--- config.mk ---
export PLATFORM = sky130hd
export DESIGN_NAME = mem_access_unit_flat
export DESIGN_NICKNAME = d
export VERILOG_FILES = /design/src/rtl/mem_access_unit_pkg.sv /design/src/rtl/mem_access_unit_if.sv /design/src/rtl/mem_access_unit_lane_align.sv /design/src/rtl/mem_access_unit.sv /design/src/flat_wrapper.sv
export SDC_FILE = /design/constraint.sdc
export NUM_CORES = 1
export LEC_CHECK = 0
export CAP_MARGIN = 20
export CORE_AREA = 2 2 116 118
export CTS_BUF_LIST = sky130_fd_sc_hd__clkbuf_8
export DETAILED_ROUTE_END_ITERATION = 12
export DIE_AREA = 0 0 118 120
export PLACE_DENSITY_LB_ADDON = 0.08
export SYNTH_ARGS = -nofsm -noshare
export SYNTH_HDL_FRONTEND = slang
export SYNTH_SLANG_ARGS = --single-unit
--- constraint.sdc ---
create_clock -name clk -period 7.85 [get_ports clk]
set_clock_uncertainty 0.2 [all_clocks]
set_input_delay 1.1775 -clock clk [delete_from_list [all_inputs] [get_ports clk]]
set_output_delay 1.1775 -clock clk [all_outputs]
set_load 0.03 [all_outputs]
--- src/rtl/mem_access_unit_pkg.sv ---
// Shared types and constants for the data-memory access unit: size codes,
// FSM state encoding, default word width and memory depth.
package mem_access_unit_pkg;

  localparam int WORD_WIDTH = 32;
  localparam int RAM_SIZE   = 256;

  typedef enum logic [1:0] {
    SIZE_BYTE    = 2'b00,
    SIZE_HALF    = 2'b01,
    SIZE_WORD    = 2'b10,
    SIZE_ILLEGAL = 2'b11
  } size_t;

  typedef enum logic [2:0] {
    IDLE     = 3'd0,
    LD_RD    = 3'd1,
    LD_CAP   = 3'd2,
    ST_RD    = 3'd3,
    ST_MERGE = 3'd4,
    ST_WR    = 3'd5,
    DONE     = 3'd6
  } state_t;

  // Alignment and size legality only; the range check needs the memory depth.
  function automatic logic align_fault(logic [1:0] size, logic [1:0] off);
    logic f;
    case (size)
      SIZE_BYTE: f = 1'b0;
      SIZE_HALF: f = off[0];
      SIZE_WORD: f = (off != 2'b00);
      default:   f = 1'b1;
    endcase
    return f;
  endfunction

endpackage

--- src/rtl/mem_access_unit_if.sv ---
// Request/response and data-memory signals of the access unit.
// Handshake: a request transfers on a rising clk edge where req_valid && req_ready;
// req_* fields are don't-care otherwise, and resp_valid is a single-cycle pulse.
interface mem_access_unit_if #(parameter int WORD_W = 32);
  logic              req_valid;
  logic              req_ready;
  logic              req_write;
  logic [1:0]        req_size;
  logic              req_unsigned;
  logic [WORD_W-1:0] req_addr;
  logic [WORD_W-1:0] req_wdata;
  logic              resp_valid;
  logic [WORD_W-1:0] resp_rdata;
  logic              resp_fault;
  logic              mem_read;
  logic              mem_write;
  logic [WORD_W-1:0] mem_addr;
  logic [WORD_W-1:0] mem_wdata;
  logic [WORD_W-1:0] mem_rdata;

  modport master (
    output req_valid, req_write, req_size, req_unsigned, req_addr, req_wdata,
    input  req_ready, resp_valid, resp_rdata, resp_fault,
    input  mem_read, mem_write, mem_addr, mem_wdata,
    output mem_rdata
  );

  modport slave (
    input  req_valid, req_write, req_size, req_unsigned, req_addr, req_wdata,
    output req_ready, resp_valid, resp_rdata, resp_fault,
    output mem_read, mem_write, mem_addr, mem_wdata,
    input  mem_rdata
  );
endinterface

--- src/rtl/mem_access_unit_lane_align.sv ---
// Little-endian lane handling: load extraction with sign/zero extension and
// sub-word store merge into the previously read word.
module mem_lane_align
  import mem_access_unit_pkg::*;
#(
  parameter int WORD_W = WORD_WIDTH
) (
  input  logic [WORD_W-1:0] word,
  input  logic [1:0]        off,
  input  logic [1:0]        size,
  input  logic              zext,
  input  logic [WORD_W-1:0] wdata,
  output logic [WORD_W-1:0] load_data,
  output logic [WORD_W-1:0] merged
);

  logic [4:0]        shamt;
  logic [WORD_W-1:0] lane;
  logic [WORD_W-1:0] mask;

  always_comb begin
    shamt     = {off, 3'b000};
    lane      = word >> shamt;
    load_data = word;
    mask      = '1;
    case (size)
      SIZE_BYTE: begin
        load_data = {{(WORD_W-8){!zext && lane[7]}}, lane[7:0]};
        mask      = WORD_W'(8'hFF) << shamt;
      end
      SIZE_HALF: begin
        load_data = {{(WORD_W-16){!zext && lane[15]}}, lane[15:0]};
        mask      = WORD_W'(16'hFFFF) << shamt;
      end
      default: begin
        load_data = word;
        mask      = '1;
      end
    endcase
    merged = (word & ~mask) | ((wdata << shamt) & mask);
  end

endmodule

--- src/rtl/mem_access_unit.sv ---
// MEM-stage initiator: turns byte-addressed load/store requests into
// word-indexed memory accesses, with read-modify-write for sub-word stores.
module mem_access_unit
  import mem_access_unit_pkg::*;
#(
  parameter int WORD_W    = WORD_WIDTH,
  parameter int RAM_WORDS = RAM_SIZE
) (
  input  logic                clk,
  input  logic                rst,
  mem_access_unit_if.slave    bus,
  output state_t              state
);

  localparam logic [WORD_W-1:0] RAM_LIMIT = WORD_W'(RAM_WORDS);

  logic              req_ready_q;
  logic              resp_valid_q;
  logic [WORD_W-1:0] resp_rdata_q;
  logic              resp_fault_q;
  logic              mem_read_q;
  logic              mem_write_q;
  logic [WORD_W-1:0] mem_addr_q;
  logic [WORD_W-1:0] mem_wdata_q;

  // Request fields captured at accept; the request bus is ignored afterwards.
  logic [1:0]        size_q;
  logic              zext_q;
  logic [1:0]        off_q;
  logic [WORD_W-1:0] wdata_q;

  logic              accept;
  logic [WORD_W-1:0] word_idx;
  logic              req_fault;
  logic [WORD_W-1:0] load_data;
  logic [WORD_W-1:0] merged;

  assign accept    = bus.req_valid && req_ready_q;
  assign word_idx  = bus.req_addr >> 2;
  assign req_fault = align_fault(bus.req_size, bus.req_addr[1:0]) || (word_idx >= RAM_LIMIT);

  mem_lane_align #(.WORD_W(WORD_W)) u_align (
    .word      (bus.mem_rdata),
    .off       (off_q),
    .size      (size_q),
    .zext      (zext_q),
    .wdata     (wdata_q),
    .load_data (load_data),
    .merged    (merged)
  );

  always_ff @(posedge clk or posedge rst) begin
    if (rst) begin
      state        <= IDLE;
      req_ready_q  <= 1'b0;
      resp_valid_q <= 1'b0;
      resp_rdata_q <= '0;
      resp_fault_q <= 1'b0;
      mem_read_q   <= 1'b0;
      mem_write_q  <= 1'b0;
      mem_addr_q   <= '0;
      mem_wdata_q  <= '0;
      size_q       <= '0;
      zext_q       <= 1'b0;
      off_q        <= '0;
      wdata_q      <= '0;
    end else begin
      case (state)
        IDLE: begin
          if (accept) begin
            req_ready_q  <= 1'b0;
            resp_rdata_q <= '0;
            resp_fault_q <= 1'b0;
            size_q       <= bus.req_size;
            zext_q       <= bus.req_unsigned;
            off_q        <= bus.req_addr[1:0];
            wdata_q      <= bus.req_wdata;
            if (req_fault) begin
              resp_fault_q <= 1'b1;
              resp_valid_q <= 1'b1;
              state        <= DONE;
            end else begin
              mem_addr_q <= word_idx;
              if (!bus.req_write) begin
                mem_read_q <= 1'b1;
                state      <= LD_RD;
              end else if (bus.req_size == SIZE_WORD) begin
                mem_write_q <= 1'b1;
                mem_wdata_q <= bus.req_wdata;
                state       <= ST_WR;
              end else begin
                mem_read_q <= 1'b1;
                state      <= ST_RD;
              end
            end
          end else begin
            req_ready_q <= 1'b1;
          end
        end
        LD_RD: begin
          mem_read_q <= 1'b0;
          state      <= LD_CAP;
        end
        LD_CAP: begin
          resp_rdata_q <= load_data;
          resp_valid_q <= 1'b1;
          state        <= DONE;
        end
        ST_RD: begin
          mem_read_q <= 1'b0;
          state      <= ST_MERGE;
        end
        // Old word is on mem_rdata now; the merged word goes out next cycle.
        ST_MERGE: begin
          mem_wdata_q <= merged;
          mem_write_q <= 1'b1;
          state       <= ST_WR;
        end
        ST_WR: begin
          mem_write_q  <= 1'b0;
          resp_valid_q <= 1'b1;
          state        <= DONE;
        end
        DONE: begin
          resp_valid_q <= 1'b0;
          req_ready_q  <= 1'b1;
          state        <= IDLE;
        end
        default: begin
          state <= IDLE;
        end
      endcase
    end
  end

  assign bus.req_ready  = req_ready_q;
  assign bus.resp_valid = resp_valid_q;
  assign bus.resp_rdata = resp_rdata_q;
  assign bus.resp_fault = resp_fault_q;
  assign bus.mem_read   = mem_read_q;
  assign bus.mem_write  = mem_write_q;
  assign bus.mem_addr   = mem_addr_q;
  assign bus.mem_wdata  = mem_wdata_q;

endmodule

--- src/flat_wrapper.sv ---
// flat-port wrapper written by rule: the top's interface ports become plain ports
module mem_access_unit_flat import mem_access_unit_pkg::*;
#(
  parameter int WORD_W    = WORD_WIDTH,
  parameter int RAM_WORDS = RAM_SIZE
)
  (clk, rst, state, bus_req_valid, bus_req_write, bus_req_size, bus_req_unsigned, bus_req_addr, bus_req_wdata, bus_req_ready, bus_resp_valid, bus_resp_rdata, bus_resp_fault, bus_mem_read, bus_mem_write, bus_mem_addr, bus_mem_wdata, bus_mem_rdata);
  mem_access_unit_if #(.WORD_W(WORD_W)) bus_i ();
  input  logic clk;
  input  logic rst;
  output state_t state;
  input wire logic [$bits(bus_i.req_valid)-1:0] bus_req_valid;
  input wire logic [$bits(bus_i.req_write)-1:0] bus_req_write;
  input wire logic [$bits(bus_i.req_size)-1:0] bus_req_size;
  input wire logic [$bits(bus_i.req_unsigned)-1:0] bus_req_unsigned;
  input wire logic [$bits(bus_i.req_addr)-1:0] bus_req_addr;
  input wire logic [$bits(bus_i.req_wdata)-1:0] bus_req_wdata;
  output wire logic [$bits(bus_i.req_ready)-1:0] bus_req_ready;
  output wire logic [$bits(bus_i.resp_valid)-1:0] bus_resp_valid;
  output wire logic [$bits(bus_i.resp_rdata)-1:0] bus_resp_rdata;
  output wire logic [$bits(bus_i.resp_fault)-1:0] bus_resp_fault;
  output wire logic [$bits(bus_i.mem_read)-1:0] bus_mem_read;
  output wire logic [$bits(bus_i.mem_write)-1:0] bus_mem_write;
  output wire logic [$bits(bus_i.mem_addr)-1:0] bus_mem_addr;
  output wire logic [$bits(bus_i.mem_wdata)-1:0] bus_mem_wdata;
  input wire logic [$bits(bus_i.mem_rdata)-1:0] bus_mem_rdata;
  assign bus_i.req_valid = bus_req_valid;
  assign bus_i.req_write = bus_req_write;
  assign bus_i.req_size = bus_req_size;
  assign bus_i.req_unsigned = bus_req_unsigned;
  assign bus_i.req_addr = bus_req_addr;
  assign bus_i.req_wdata = bus_req_wdata;
  assign bus_req_ready = bus_i.req_ready;
  assign bus_resp_valid = bus_i.resp_valid;
  assign bus_resp_rdata = bus_i.resp_rdata;
  assign bus_resp_fault = bus_i.resp_fault;
  assign bus_mem_read = bus_i.mem_read;
  assign bus_mem_write = bus_i.mem_write;
  assign bus_mem_addr = bus_i.mem_addr;
  assign bus_mem_wdata = bus_i.mem_wdata;
  assign bus_i.mem_rdata = bus_mem_rdata;
  mem_access_unit #(.WORD_W(WORD_W), .RAM_WORDS(RAM_WORDS)) u_core (.clk(clk), .rst(rst), .bus(bus_i), .state(state));
endmodule
# ---- Word-level counts from Yosys, hierarchy flattened
# Index checks and enable logic that the tools add are counted.
dict set report totals {
  register_bits 139
  latchBits 0
  mem_bits_rw 0
  mem_bits_ro 0
  input_bits 103
  out_inout_bits 104
  elab_cells 93
  mem_count 0
}
dict set report classes {
  n_addsub 0
  multipliers 0
  div 0
  magnitude_cmp 1
  eq_ne 15
  shifts 4
  mux 31
  bitwise_logic 5
  n_reduce_logical 24
}
# cell count
set ops {}
lappend ops {{one-hot mux 32 bit (2 select lines)} 4}
lappend ops {{2-to-1 mux 32 bit} 5}
lappend ops {{AND 32 bit} 2}
lappend ops {{NOT 32 bit} 1}
lappend ops {{OR 32 bit} 1}
lappend ops {{left shift 16 x 5 -> 32 bit (first input constant)} 1}
lappend ops {{left shift 32 x 5 -> 32 bit} 1}
lappend ops {{left shift 8 x 5 -> 32 bit (first input constant)} 1}
lappend ops {{right shift 32 x 5 -> 16 bit} 1}
lappend ops {{greater-or-equal comparator 30 x 9 -> 1 bit (second input constant)} 1}
lappend ops {{one-hot mux 3 bit (5 select lines)} 1}
lappend ops {{2-to-1 mux 1 bit} 12}
lappend ops {{2-to-1 mux 3 bit} 4}
lappend ops {{AND reduction 5 bit} 2}
lappend ops {{nonzero test 2 bit} 5}
lappend ops {{equality test 3 bit (second input constant)} 3}
lappend ops {{one-hot mux 1 bit (3 select lines)} 3}
lappend ops {{equality test 3 x 2 -> 1 bit (second input constant)} 2}
lappend ops {{!= test 2 x 1 -> 1 bit (second input constant)} 3}
lappend ops {{AND reduction 3 bit} 2}
lappend ops {{nonzero test 3 bit} 2}
lappend ops {{equality test 2 x 1 -> 1 bit (second input constant)} 2}
lappend ops {{logical NOT 2 bit} 2}
lappend ops {{!= test 2 bit (second input constant)} 2}
lappend ops {{other kinds (12)} 17}

# ---- Depth between registers and ports, before layout
# Gate-level depths: netlist (run 1).
dict set report depth {
  word_depth 6
  mapped_depth 8
}

# ---- Hierarchy
# A second synthesis (run 1) with hierarchy kept.
dict set report unflattened {
  cells_unflattened 701
  hier_area_um2 7345.8
}
# mod instances cells_each area_per_inst_um2
set modules_own_cells {}
lappend modules_own_cells {mem_access_unit 1 452 5686.7}
lappend modules_own_cells {mem_lane_align 1 249 1659.1}

# ---- Worst setup path after synthesis (run 1)
# OpenSTA, ideal clock, no wires.
dict set report synth_timing {
  kind {input to register}
  startpoint {input port bus_req_addr[31]}
  endpoint {register u_core.mem_wdata_q[10], in the netlist u_core.bus.mem_wdata[10]}
  setup_time_ns 0.123
  arrival_ns 2.830
  t_required_ns 7.527
  path_slack_ns 4.697
  path_stages 7
  path_buffers 2
  cell_sequence {nor4_1 -> and4_1 -> o2111ai_4 -> or4_1 -> buf_2 -> buf_6 -> o221a_1}
}
dict set report synth_via {
  elab_chain_cells 4
}
# element line_no
set synth_rtl {}
lappend synth_rtl {{start, declared} flat_wrapper.sv:16} ;# input wire logic [$bits(bus_i.req_addr)-1:0] bus_req_addr;
lappend synth_rtl {{greater-or-equal comparator 30 x 9 -> 1 bit} mem_access_unit.sv:40} ;# assign req_fault = align_fault(bus.req_size, bus.req_addr[1:0]) || (word_idx >= RAM_LIMIT);
lappend synth_rtl {{logical OR 1 bit} mem_access_unit.sv:40}
lappend synth_rtl {{!= test 2 bit (no source line)} n/a}
lappend synth_rtl {{AND reduction 5 bit (no source line)} n/a}
lappend synth_rtl {{end signal, assigned} mem_access_unit.sv:89} ;# mem_wdata_q <= bus.req_wdata;
lappend synth_rtl {{end signal, assigned} mem_access_unit.sv:115} ;# mem_wdata_q <= merged;
lappend synth_rtl {{end, declared} mem_access_unit.sv:24} ;# logic [WORD_W-1:0] mem_wdata_q;
# No other way between the ends.
# A chain may end at the register's enable or synchronous reset.

# ---- Worst setup path after layout (run 1)
dict set report layout_timing {
  startpoint {input port bus_req_addr[31]}
  endpoint {register u_core.mem_wdata_q[27], in the netlist u_core.bus.mem_wdata[27]}
}
# The elaborated chain is that of the path after synthesis.

==> results of run 1 <==
[cell families (layout without fill, tap and decap cells)]
logic type	count (synthesis)	after routing
AOI/OAI and AO/OA	173	173
buffers and inverters	51	254
muxes	76	76
other	1	2
and+or+nand+nor	139	139
DFF	139	139
[worst min path at each step]
stage / startpoint / to / slack [ns] / depth (start not counted)
after global placement: u_core.bus.mem_addr[12] / u_core.bus.mem_addr[12] / 0.28 / 1
after CTS: u_core.bus.mem_addr[24] / u_core.bus.mem_addr[24] / 0.31 / 1
final: u_core.bus.mem_addr[24] / u_core.bus.mem_addr[24] / 0.30 / 1
after detailed placement: u_core.bus.mem_addr[15] / u_core.bus.mem_addr[15] / 0.29 / 1
after floorplan: u_core.wdata_q[24] / u_core.wdata_q[24] / 0.28 / 1
after global routing: u_core.bus.mem_addr[24] / u_core.bus.mem_addr[24] / 0.31 / 1
[state kept, by name, summed over array words and instances, names as in the netlist]
| name | cells |
|---|---|
| u_core.bus.mem_write | 1 |
| u_core.bus.mem_addr | 30 |
| u_core.state | 3 |
| u_core.wdata_q | 32 |
| u_core.off_q | 2 |
| u_core.size_q | 2 |
| u_core.bus.resp_fault | 1 |
| u_core.bus.req_ready | 1 |
| u_core.bus.mem_wdata | 32 |
| u_core.zext_q | 1 |
| u_core.bus.resp_rdata | 32 |
| u_core.bus.mem_read | 1 |
| u_core.bus.resp_valid | 1 |
[final cells by class]
cell class,instances,area [µm²]
Fill cell,983,3740
Sequential cell,139,3480
Multi-Input combinational cell,390,2950
Timing Repair Buffer,215,2160
Clock buffer,17,234
Tap cell,176,220
Clock inverter,14,173
Inverter,8,35.0
[cell usage in the layout, fill, tap and decap left out, types with 2 or more instances in the layout]
master,Yosys,routed
a21o_1,2,2
a21oi_1,50,50
a221o_1,32,32
a22oi_1,8,8
a32o_1,2,2
buf_4,2,9
bufinv_16,0,3
clkbuf_8,0,17
clkdlybuf4s50_1,0,204
clkinv_2,0,2
clkinv_4,0,5
conb_1,1,2
dfrtp_1,139,138
inv_1,8,8
inv_6,0,3
mux2_2,43,43
mux2i_1,24,24
mux4_2,9,9
nand2_1,41,41
nand2b_1,5,5
nand3_1,3,3
nor2_1,38,37
nor2b_1,24,24
nor3_1,7,6
nor3b_1,8,8
nor4_1,5,5
o211ai_1,2,2
o21ai_0,23,23
o221a_1,20,20
o221a_2,4,4
o22a_1,8,8
o22ai_1,15,15
or2_2,2,2
[worst register-to-register path, cell delays in order, from the launching register on]
cell	delay, ns
dfrtp_1	0.51
nor2_1	0.28
nand3_1	0.34
nor2_4	0.42
buf_4	0.49
nor2_1	0.11
buf_4	0.24
a221o_1	0.33
[power by group through the flow]
stage / combinational [µW] / clock [µW] / sequential [µW]
detailed placement: 1880 / 0 / 1300
floorplan: 1010 / 0 / 1470
global placement: 1840 / 0 / 1280
CTS: 1890 / 607 / 1290
finish: 1940 / 601 / 1260
global route: 2070 / 640 / 1290
[through the flow]
| step | hold WS [ns] | power [µW] | util, % | std cells | area, µm² |
|---|---|---|---|---|---|
| CTS | 0.307 | 3790 | 70.9 | 957 | 9200 |
| detailed placement | 0.288 | 3180 | 67.7 | 926 | 8790 |
| global route | 0.312 | 4000 | 71.2 | 959 | 9240 |
| floorplan | 0.276 | 2480 | - | 580 | 6640 |
| finish | 0.299 | 3800 | 71.2 | 959 | 9240 |
| global placement | 0.282 | 3120 | 67.7 | 926 | 8790 |
[per-layer routing]
layer / global-route usage [%] / wire [µm] / up-vias
li1: - / - / 2560
met1: 37.4 / 8260 / 2814
met2: 45.5 / 9430 / 249
met3: 8.46 / 1530 / 38
met4: 10.2 / 465 / 0
met5: 0 / 0 / -
==> reports/results.tsv, run 1 <==
metric	value	unit
post-CTS resize count	0	
R2R Path End	u_core.bus.resp_rdata[29]	
cell area after synthesis	6630	µm²
core area	13000	µm²
XOR/XNOR share of the synthesized area	0	%
syn_area_per_cell	11.5	µm²
vias in the first global route	5789	
H-tree Lvls	4	
worst setup path startpoint	bus_req_addr[31]	
Critical Path Stages	6	
Synth Area in Adders	0	%
Syn Inst Count	579	
Area Growth Syn to Fin	39.4	%
switch share	42.0	%
DRC	0	
largest family of logic cells by synthesized area	compound AO/OA/AOI/OAI gates	
WP data arrival	3.74	ns
DPL Wire Length	14300	µm
sequential power share	33.1	%
Yosys reg bits	139	
Net count, final	874	
Worst Setup EP	u_core.bus.mem_wdata[27]	
Reg2Reg Setup Slack	4.81	ns
Worst-path clk slew	0.08	ns
Clock Latency Late Sink	0.46	ns
cell with the most instances after synthesis	dfrtp_1	
PD cells	411	nW/µm²
total number of vias	5661	
Post-synth EDFFs	0	
Compound-Gate Fraction of Synth Area	19.8	%
setup violators final	0	
warnings from Yosys	0	
Top delay family on crit path	simple AND/OR/NAND/NOR gates	
r2r worst-path depth	7	
worst hold path type	reg -> reg	
max-slew violation count	0	
critical path type	in -> reg	
Detailed Route WL	19700	µm
DR WL/cell	20.5	µm
num rows	42	
post-CTS setup buffers	0	
part of the cycle the worst path needs	45.7	%
Vias/cell	5.90	
die area	14200	µm²
crit-path max cell delay	0.95	ns
Port Buffers	204	
Hold Vio Cnt, Final	0	
total clock buffers created by CTS	17	
Slew headroom	32.7	%
Max-cap violations	0	
Placer Congestion	0.897	
largest net degree at the start of global routing	86	
Seq/Total Area, Yosys	52.4	%
Net Switching	1600	µW
clock group share of total power	15.8	%
RSZ-0062 raised after global routing	false	
first-pass GRT wire length	31400	µm
Clock Tree Buf Depth	2	
Commonest cells post-synth	dfrtp_1, a21oi_1, mux2_2	
Die H	120	µm
outcome	completed	
area leader, netlist	dfrtp_1	
Logic pwr share	51.1	%
fmax	0.279	GHz
Critical Path End Type	flip-flop	
Yosys top cell area share	52.4	%
Worst Path Required	8.01	ns
Starting Density	51.1	%
initial antenna violation count	0	
mux cell area share after synthesis	14.0	%
min Tclk post-route	3.59	ns
grt ovf	0	
CP max stage cell	or4_1	
antenna-violating nets left	0	
DR iter-0 viols	452	
Setup Total Neg Slack	0	ns
CP startpoint kind	input port	
clock root cell	clkbuf_8	
Ports	207	
Main synth FF type	dfrtp_1	
final antenna diode count	0	
DP Worst Slack	3.76	ns
Worst Max-Slew Pin Slew	1.01	ns
largest cells by area after synthesis	dfrtp_1, mux2_2, a221o_1, a21oi_1, mux2i_1	
share of post-route cells with drive strength above 1	13.8	%
Post-synth ARST share	100	%
GRT Total Usage	28.6	%
Yosys cell types	44	
Peak VDD IR	197	µV
CP cell instances	clkdlybuf4s50_1, nor4_1, and4_1, o2111ai_4, or4_1, o221a_2	
WP buf/inv	1	
setup ws final	4.26	ns
Synth Area in Simple Gates	10.3	%
CTS Hold Bufs	0	
die width	118	µm
P_leak	0.00386	µW
CTS tree	built	
clock sinks	139	
crit path max fanout	24	
internal power	2200	µW
First-pass DRT Iterations	4	
R2R Path Start	u_core.state[0]	
Power figures use the tool's default switching activity.
==> inputs of run 2 (changes only) <==
Settings changed: CORE_AREA 2 2 116 118 to 2 2 126 128, DIE_AREA 0 0 118 120 to 0 0 128 130.
Clock period 7.85 ns to 3.1 ns, I/O delays scaled along.
==> reports/results.tsv, run 2 (synthesis results as in run 1) <==
metric	value	unit	change
Worst Path Required	3.24	ns	-4.77 ns
DR iter-0 viols	396		-12%
critical path type	reg -> reg		
outcome	completed		
initial antenna violation count	1		+1
Critical Path End Type	flip-flop		
First-pass DRT Iterations	5		+1
WL met1	8520	µm	+3.0%
Max-cap violations	0		unchanged
CP cell instances	mux4_2, nor2b_1, o211ai_1, buf_4, a21oi_1, a221o_1		
WHS	0.185	ns	-0.114 ns
DR WL met2	9540	µm	+1.2%
crit path max fanout	25		+4.2%
grt ovf	0		unchanged
num rows	46		+9.5%
Slew headroom	52.0	%	+19 points
R2R Path Start	u_core.off_q[0]		
part of the cycle the worst path needs	81.0	%	
Vias/cell	5.81		-1.5%
R2R Path End	u_core.bus.resp_rdata[10]		
fill count	1266		+29%
Core Util, Final	60.8	%	-10 points
WL met3	1580	µm	+3.4%
Setup Total Neg Slack	0	ns	unchanged
Net count, final	886		+1.4%
leading cell type in the layout, fill and taps excluded	clkdlybuf4s50_1		
post-CTS setup buffers	0		unchanged
H-tree Lvls	4		unchanged
r2r worst-path depth	6		-1
CP max stage cell	dfrtp_2		
Worst Max-Slew Pin Slew	0.718	ns	-0.288 ns
largest net degree at the start of global routing	53		-38%
Ports	207		unchanged
CTS tree	built		
clock root cell	clkbuf_8		
Worst Setup EP	u_core.bus.resp_rdata[10]		
final antenna diode count	0		unchanged
clock sinks	139		unchanged
DP Worst Slack	0.197	ns	-3.56 ns
CTS Hold Bufs	0		unchanged
DR WL/cell	20.4	µm	-0.65%
Area Growth Syn to Fin	41.4	%	
crit-path max cell delay	0.76	ns	-0.19 ns
Hold Vio Cnt, Final	0		unchanged
RSZ-0062 raised after global routing	false		
Port Buffers	204		unchanged
CP startpoint kind	flip-flop		
Clock Latency Late Sink	0.45	ns	about the same
Top Metal Used	met5		
setup violators final	0		unchanged
min Tclk post-route	2.51	ns	
share of post-route cells with drive strength above 1	15.3	%	+1.5 points
first-pass GRT wire length	31700	µm	+0.90%
total clock buffers created by CTS	17		unchanged
fmax	0.398	GHz	
max-slew violation count	0		unchanged
die area	16600	µm²	+18%
worst hold path type	in -> async		
Starting Density	43.0	%	-8.1 points
Placer Congestion	0.859		-4.3%
Worst-path clk slew	0.09	ns	about the same
DPL Wire Length	14800	µm	+3.8%
total number of vias	5742		+1.4%
Die H	130	µm	+8.3%
setup ws final	0.588	ns	-3.68 ns
PD cells	1030	nW/µm²	+150%
Clock Tree Buf Depth	2		unchanged
P_leak	0.00390	µW	+1.1%
total power	9640	µW	+150%
GRT Total Usage	25.0	%	-3.6 points
DRC	0		unchanged
worst setup path startpoint	u_core.off_q[0]		
die width	128	µm	+8.5%
most frequent cells in the layout	clkdlybuf4s50_1, dfrtp_1, a21oi_1, mux2_2, nand2_1		
post-CTS resize count	0		unchanged
Reg2Reg Setup Slack	0.59	ns	-4.22 ns
vias in the first global route	5704		-1.5%
antenna-violating nets left	0		unchanged
Detailed Route WL	20200	µm	+2.4%
Peak VDD IR	353	µV	+80%
WP data arrival	2.65	ns	-1.09 ns
core area	15400	µm²	+19%
-- run 2: critical path, delay by kind of cell (launching register included) --
family	cells	cell delay [ns]
flip-flops	1	0.76
multiplexers	1	0.62
AO/OA/AOI/OAI	3	0.49
buffers and inverters	1	0.18
AND/OR/NAND/NOR	1	0.15
-- run 2: final cells by class --
type / instances / area [µm²] / share of cell area, %
inverter: 8 / 33.8 / 0.360
timing repair buffer: 227 / 2290 / 24.4
tap: 192 / 240 / 2.56
clock buffer: 17 / 234 / 2.49
multi-input combinational: 390 / 2950 / 31.4
sequential: 139 / 3480 / 37.1
clock inverter: 15 / 158 / 1.68
-- run 2: stage by stage --
| step | instances | instance area, µm² |
|---|---|---|
| 6_report | 988 | 9380 |
| 2_1_floorplan | 580 | 6640 |
| 3_5_place_dp | 956 | 8990 |
| 3_3_place_gp | 956 | 8990 |
| 4_1_cts | 988 | 9380 |
| 5_1_grt | 988 | 9380 |
-- run 2: worst min path at each step --
| stage | startpoint | end | slack, ns |
|---|---|---|---|
| finish | rst | u_core.bus.resp_valid | 0.18 |
| global route | rst | u_core.bus.resp_valid | 0.20 |
| CTS | rst | u_core.bus.mem_wdata[3] | 0.17 |
| detailed placement | u_core.bus.mem_addr[13] | u_core.bus.mem_addr[13] | 0.29 |
| global placement | u_core.bus.resp_fault | u_core.bus.resp_fault | 0.28 |
| floorplan | u_core.wdata_q[24] | u_core.wdata_q[24] | 0.28 |
-- run 2: report_power, final --
part	total [µW]	switching [µW]	internal, µW
clock	1470	807	666
combinational	5030	2690	2340
sequential	3130	632	2500
-- run 2: layer usage --
layer,vias to the layer above,track usage [%]
met2,282,38.9
met5,-,0
li1,2590,-
met3,36,6.77
met1,2832,33.8
met4,2,9.31
